[config.mk]
export PLATFORM = sky130hd
export DESIGN_NAME = wave_stim_gen
export DESIGN_NICKNAME = d
export VERILOG_FILES = /design/src/rtl/wave_stim_gen.sv
export SDC_FILE = /design/constraint.sdc
export NUM_CORES = 1
export LEC_CHECK = 0
export ABC_CLOCK_PERIOD_IN_PS = 2600
export BUFFER_PORTS_ARGS = -buffer_cell sky130_fd_sc_hd__buf_2
export CAP_MARGIN = 10
export CORE_UTILIZATION = 45
export DETAILED_ROUTE_END_ITERATION = 10
export GPL_ROUTABILITY_DRIVEN = 0
export PLACE_DENSITY = 0.73
export SYNTH_ARGS = -nofsm -noshare
export SYNTH_HDL_FRONTEND = slang
export SYNTH_SLANG_ARGS = --single-unit
[constraint.sdc]
create_clock -name clk -period 2.6 [get_ports clk]
set_input_delay 0.26 -clock clk [delete_from_list [all_inputs] [get_ports clk]]
set_output_delay 0.26 -clock clk [all_outputs]
set_load 0.1 [all_outputs]
[src/rtl/wave_stim_gen.sv]
// wave_stim_gen: multi-channel waveform stimulus source.
//   NUM_CH independent WIDTH-bit channels. Each channel is selected at run time as an
//   up-counter, a down-counter, an LFSR random source or hold. A start/stop FSM with a
//   post-start hold-off sequences the channels. The LFSRs are seeded, so the output is
//   deterministic from reset.
// Ports:
//   clk      - clock, all logic on posedge
//   reset    - synchronous, active-low
//   start    - IDLE -> HOLDOFF/RUN request, ignored while busy
//   stop     - any state -> IDLE, has priority over start
//   mode     - per-channel mode, ch c = mode[2c+1:2c]: 0 up, 1 down, 2 random, 3 hold/4-state
//   step     - increment/decrement magnitude shared by all channels
//   ch_data  - channel values, ch c = ch_data[c*WIDTH +: WIDTH]
//   ch_wrap  - one-cycle carry (up) / borrow (down) pulse per channel
//   valid    - ch_data was updated this cycle
//   busy     - FSM is in HOLDOFF or RUN
// Build option:
//   WAVE_STIM_FOUR_STATE_EN - when defined, mode 3 drives 0/1/x/z per bit from LFSR bit pairs;
//                             when undefined, mode 3 holds the channel value.
module wave_stim_gen #(
    parameter int unsigned NUM_CH    = 4,
    parameter int unsigned WIDTH     = 8,
    parameter int unsigned HOLDOFF   = 16,
    parameter logic [31:0] LFSR_SEED = 32'hACE12468
) (
    input  logic                      clk,
    input  logic                      reset,
    input  logic                      start,
    input  logic                      stop,
    input  logic [2*NUM_CH-1:0]       mode,
    input  logic [WIDTH-1:0]          step,
    output logic [NUM_CH*WIDTH-1:0]   ch_data,
    output logic [NUM_CH-1:0]         ch_wrap,
    output logic                      valid,
    output logic                      busy
);

    localparam int unsigned CNT_W     = (HOLDOFF > 1) ? $clog2(HOLDOFF) : 1;
    localparam int unsigned HOLD_LAST = (HOLDOFF > 0) ? HOLDOFF - 1 : 0;
    localparam logic [31:0] LFSR_TAPS = 32'h80200003;

    typedef enum logic [1:0] {
        ST_IDLE    = 2'd0,
        ST_HOLDOFF = 2'd1,
        ST_RUN     = 2'd2
    } state_t;

    state_t               state;
    state_t               state_nxt;
    logic [CNT_W-1:0]     hold_cnt;
    logic [CNT_W-1:0]     hold_cnt_nxt;

    logic [31:0]          lfsr     [NUM_CH];
    logic [31:0]          lfsr_nxt [NUM_CH];
    logic [NUM_CH*WIDTH-1:0] data_nxt;
    logic [NUM_CH-1:0]    wrap_nxt;

    logic                 update;
    logic                 launch;
    logic [WIDTH:0]       sum_w;
    logic [31:0]          adv_w;
    logic [WIDTH-1:0]     cur_w;

    // Per-channel seed; an all-zero seed would lock the LFSR, so it is replaced by 1.
    function automatic logic [31:0] seed_of(input int c);
        logic [31:0] s;
        s = LFSR_SEED ^ 32'(c + 1);
        return (s == 32'h0) ? 32'h1 : s;
    endfunction

    // One Galois step, right-shifting form.
    function automatic logic [31:0] lfsr_step(input logic [31:0] l);
        return (l >> 1) ^ (l[0] ? LFSR_TAPS : 32'h0);
    endfunction

`ifdef WAVE_STIM_FOUR_STATE_EN
    // Bit i of the result is chosen by LFSR bit pair {2i+1,2i} (mod 32): 00->0 01->1 10->x 11->z.
    function automatic logic [WIDTH-1:0] four_state(input logic [31:0] l);
        logic [WIDTH-1:0] r;
        r = '0;
        for (int i = 0; i < WIDTH; i++) begin
            case ({l[(2*i+1)%32], l[(2*i)%32]})
                2'b00:   r[i] = 1'b0;
                2'b01:   r[i] = 1'b1;
                2'b10:   r[i] = 1'bx;
                default: r[i] = 1'bz;
            endcase
        end
        return r;
    endfunction
`endif

    // Update edge: RUN and not being stopped. Launch edge: leaving IDLE on start.
    assign update = (state == ST_RUN) && !stop;
    assign launch = (state == ST_IDLE) && start && !stop;

    // State register.
    always_ff @(posedge clk) begin
        if (!reset) begin
            state    <= ST_IDLE;
            hold_cnt <= '0;
        end else begin
            state    <= state_nxt;
            hold_cnt <= hold_cnt_nxt;
        end
    end

    // Next-state logic; stop overrides every transition.
    always_comb begin
        state_nxt    = state;
        hold_cnt_nxt = hold_cnt;
        case (state)
            ST_IDLE: begin
                if (start) begin
                    state_nxt    = (HOLDOFF == 0) ? ST_RUN : ST_HOLDOFF;
                    hold_cnt_nxt = '0;
                end
            end
            ST_HOLDOFF: begin
                if (hold_cnt == CNT_W'(HOLD_LAST)) begin
                    state_nxt    = ST_RUN;
                    hold_cnt_nxt = '0;
                end else begin
                    hold_cnt_nxt = hold_cnt + CNT_W'(1);
                end
            end
            ST_RUN: begin
                state_nxt = ST_RUN;
            end
            default: begin
                state_nxt    = ST_IDLE;
                hold_cnt_nxt = '0;
            end
        endcase
        if (stop) begin
            state_nxt    = ST_IDLE;
            hold_cnt_nxt = '0;
        end
    end

    // Channel datapath: every LFSR advances on an update edge, whatever its channel mode.
    always_comb begin
        data_nxt = ch_data;
        wrap_nxt = '0;
        sum_w    = '0;
        adv_w    = '0;
        cur_w    = '0;
        for (int c = 0; c < NUM_CH; c++) begin
            lfsr_nxt[c] = lfsr[c];
        end
        if (launch) begin
            data_nxt = '0;
        end
        if (update) begin
            for (int c = 0; c < NUM_CH; c++) begin
                adv_w       = lfsr_step(lfsr[c]);
                lfsr_nxt[c] = adv_w;
                cur_w       = ch_data[c*WIDTH +: WIDTH];
                case (mode[2*c +: 2])
                    2'd0: begin
                        sum_w                        = {1'b0, cur_w} + {1'b0, step};
                        data_nxt[c*WIDTH +: WIDTH]   = sum_w[WIDTH-1:0];
                        wrap_nxt[c]                  = sum_w[WIDTH];
                    end
                    2'd1: begin
                        data_nxt[c*WIDTH +: WIDTH]   = cur_w - step;
                        wrap_nxt[c]                  = (step > cur_w);
                    end
                    2'd2: begin
                        data_nxt[c*WIDTH +: WIDTH]   = adv_w[WIDTH-1:0];
                    end
                    default: begin
`ifdef WAVE_STIM_FOUR_STATE_EN
                        data_nxt[c*WIDTH +: WIDTH]   = four_state(adv_w);
`else
                        data_nxt[c*WIDTH +: WIDTH]   = cur_w;
`endif
                    end
                endcase
            end
        end
    end

    // Output and LFSR registers; busy follows the next state so it rises with the launch edge.
    always_ff @(posedge clk) begin
        if (!reset) begin
            ch_data <= '0;
            ch_wrap <= '0;
            valid   <= 1'b0;
            busy    <= 1'b0;
            for (int c = 0; c < NUM_CH; c++) begin
                lfsr[c] <= seed_of(c);
            end
        end else begin
            ch_data <= data_nxt;
            ch_wrap <= wrap_nxt;
            valid   <= update;
            busy    <= (state_nxt != ST_IDLE);
            for (int c = 0; c < NUM_CH; c++) begin
                lfsr[c] <= lfsr_nxt[c];
            end
        end
    end

endmodule

==> results <==
- The first global-routing pass estimated just under 40 mm of wire.
- Data arrives at the worst endpoint at about 2.6 ns.
- Across every metal layer, demand over resource in global routing totals 0.2195.
- TritonCTS built the clock tree.
- When the netlist entered floorplanning its net count stood at 1355.
- The iteration count of the initial detailed-routing pass is 5.
- Once the clock tree was built, the setup fixing pass inserted 0 buffers.
- The fraction of layout cells with a size suffix above 1 is 0.1108.
- The number of primary I/O pins is 58.
- The worst path in the final design needs a cycle of about 2.3 ns, including I/O delays and setup.
- The nature of the critical path startpoint is a flip-flop.
- The area of the die is 22130 sq um.
- Entering global routing, the biggest net connects 74 pins.
- For this design, the slowest cell found on the critical path is fa_1.
- The global routing met1 resource utilization is 0.2870.
- The detail-routed via count per cell is roughly 5.6.
- Data on the critical path is required at its endpoint by 2.91 ns.
- After technology mapping, the gate count stands at ~1.2k.
- Setup violations remaining at the end of the flow were counted as 0.
- The number of distinct standard cells referenced by the synthesized netlist is between 70 and 80.
- For this run, the number of Yosys warnings is 0.
- Counting flops with an async set or reset pin after synthesis yields a share of 0.
- The type of the setup path with the least slack is flip-flop to flip-flop.
- The insertion delay of the later-clocked pin in the worst-skew pair is 0.43 ns.
- The clock drives 172 sinks.
- The number of flops mapped to enable cells by yosys is 0.
- At the end of the flow, the number of nets in the layout was between 1k and 1.5k.
- The detailed-route wire length is around 24 mm.
- The leading cell type in the layout, fill and taps excluded is nand2_1.
- For this design the static power due to leakage is 0.004515 uW.
- Dividing the detail-routed wire length by the instance count gives 15.25 um.
- The number of gates resized after CTS is 0.
- The clock skew after layout is roughly 0.0078 ns.
- Walking the worst path, the cells encountered are inv_1, ha_1, inv_1, fa_1, a21o_1, a2111o_1, xor2_1, a21oi_1, a2bb2oi_1, nor2_1.
- Max-cap violations in this run came to 0.
- The detailed-route via count is between 8k and 9k.
- Of the total power, combinational logic draws 0.086.
- The switching power is 1419 uW.
- The cell taking the most area after synthesis is dfxtp_1.
- The die is roughly 150 um wide.
- The power density normalized to cell area is between 500 and 600 nW/um^2.
- Setup repair after global routing left no endpoint under its margin.
- The detail route stage leaves a number of antenna-violating nets equal to 0.
- Of the total power, the share spent switching nets is 0.2542.
- Port buffering added 57 buffers.
- The vertical extent of the die is between 100 and 150 um.
- The cell repeated most along the worst path is inv_1.
- Headroom to the max-slew limit came out at 0.6063.
- At the end of the flow the core is filled with cells to 0.5094.
- The initial core utilization is 0.4597.
- The core area is roughly 21000 sq um.
- The number of buffers added by the clock tree synthesis step is 17.
- After clock tree synthesis, the flow added hold-fix buffers numbering 0.
- The most common flop cell mapped by yosys is dfxtp_1.
- The actual slew at the worst max-slew pin is 0.5905 ns.
- The floorplan has 53 rows.
- Global routing finished with a remaining overflow of 0.
- The clock share of power is 0.441.
- Ranked by total cell area, the synthesized netlist is headed by dfxtp_1, nand2_1, ha_1, a21oi_1, nand3_1.
- For met3 alone, demand over resource in global routing was 0.04373.
- Setup total negative slack on the finished layout was measured at 0 ns.
- The area share of the largest cell type after synthesis is 0.3552.
- The number of global-route vias before repair is roughly 8k.
- The number of antenna violations at the first check in global routing is 0.
- The post-synth design cell area is around 9700 sq um.
- The area overhead of the layout relative to synthesis is 10.82%.
- The cell-internal power is about 4200 uW.
- The HPWL after detailed placement is about 16 mm.
- The antenna diode count is 0.
- The library cells used most frequently in the layout, excluding fill and tap cells, are nand2_1, dfxtp_1, a21oi_1, ha_1, nand3_1.
- Counting flops and latches in the post-synthesis netlist gives between 150 and 200.
- The share of the Yosys chip area taken by registers is 0.3552.
- After the first detailed-routing iteration, the DRC count stood at a little over 700.
- Static timing analysis puts the maximum clock frequency at between 0.4 and 0.5 GHz.
- The global routing stage identified its most utilized layer as met2.
- In the global route stage, met2 resource usage came out at 0.3491.
- The number of hold violations in the final report is 0.
- The max-slew violation count is 0.
- The worst voltage drop across the vdd grid is roughly 400 uV.
- The maximum single-stage delay on the critical path is 0.41 ns.
- In this run the worst path has a maximum fanout of 4.
- Final hold analysis gives a worst-case slack of 0.1495 ns.
- The post-synthesis average cell area is 7.773 sq um.
- The min-delay analysis places its worst path in the category primary input to flip-flop.
- The placed instances occupy a cell area of about 10000 sq um.
- After clock tree synthesis, the clock-pin slew on the worst setup and hold paths is about 0.06 ns.
- Counting instances, the worst hold path has a depth of 3.
- The share of total power dissipated in sequential elements is 0.473.
- The root buffer selected by CTS is clkbuf_16.
- Measured in cells, the most critical reg-to-reg path has a length of 10.
- STA classifies the critical path endpoint as a flip-flop.
- The remaining routing DRC violations is 0.
- The maximum clock path buffer count is 2.
- The post-layout instance area is around 11000 sq um.
- The number of H-tree branching levels is 4.
- The flow ran to the end, and the final reports show no timing, DRC or antenna violations.
- The share of the clock period used by the worst path after layout is 0.8841.
==> metal layers <==
| metal | part of all wire | vias to the layer above |
|---|---|---|
| met1 | 0.46 | 4052 |
| met5 | 0 | - |
| met2 | 0.45 | 243 |
| met3 | 0.056 | 52 |
| li1 | - | 4302 |
| met4 | 0.035 | 0 |
==> power groups by stage <==
stage	sequential, uW	clock (uW)	combinational, uW
2_1_floorplan	2700	0	320
3_3_place_gp	2700	0	464
3_5_place_dp	2700	0	468
4_1_cts	2640	2500	472
5_1_grt	2640	2610	526
6_report	2640	2460	480
==> cells by family after synthesis <==
group,share of synthesized area
XOR/XNOR,0.03343
flip-flops,0.3552
multiplexers,0.002065
buffers and inverters,0.06067
AND/OR/NAND/NOR,0.2282
adder cells (fa/ha/maj),0.1198
AO/OA/AOI/OAI,0.2006
==> worst max-delay path: cells and delay by family (launching register included) <==
family | cells | cell delay (ns)
buf+inv | 2 | 0.14
fa+ha+maj | 2 | 0.57
compound gates | 4 | 0.93
xor+xnor | 1 | 0.15
flops | 1 | 0.35
simple gates | 1 | 0.05
==> final timing paths <==
kind | startpoint | endpoint | slack, ns
setup / recovery | ch_data[8] | ch_data[14] | 0.30
hold / removal | start | state[0] | 0.15
setup reg to reg | ch_data[8] | ch_data[14] | 0.30
hold reg to reg | lfsr[1][15] | lfsr[1][14] | 0.45
==> sequential cells by signal (all words and copies together) (netlist names) <==
register  flops
ch_data      32
hold_cnt      4
state         2
valid         1
busy          1
lfsr        128
ch_wrap       4
==> final cells by class <==
cell class / instances / area (sq um)
clock buffer: 21 / 450.4
timing repair buffer: 79 / 475.5
fill: 1978 / 10350
tap: 275 / 344.1
multi-input combinational: 928 / 5672
clock inverter: 11 / 110.1
sequential: 172 / 3461
inverter: 61 / 229.0
==> cells in the mapped netlist (10+ instances only) <==
cell and count:
nand2_1 294, dfxtp_1 172, a21oi_1 123, ha_1 80, nand3_1 65, clkbuf_1 64
inv_1 60, nor2_1 53, o21ai_0 29, xor2_1 19, nand2b_1 18, o211ai_1 18
xnor2_1 18, buf_2 17, nor3_1 17, nor2b_1 13, a31oi_1 12, a21o_1 10
==> stage by stage <==
step	worst slack, ns	total power [uW]	cells
after floorplan	-0.02763	3022	1247
after global placement	0.1872	3161	1515
after detailed placement	0.1829	3165	1515
after CTS	0.2835	5613	1547
after global routing	0.1370	5774	1547
final	0.3014	5580	1547
(Power assumes the default switching activity.)
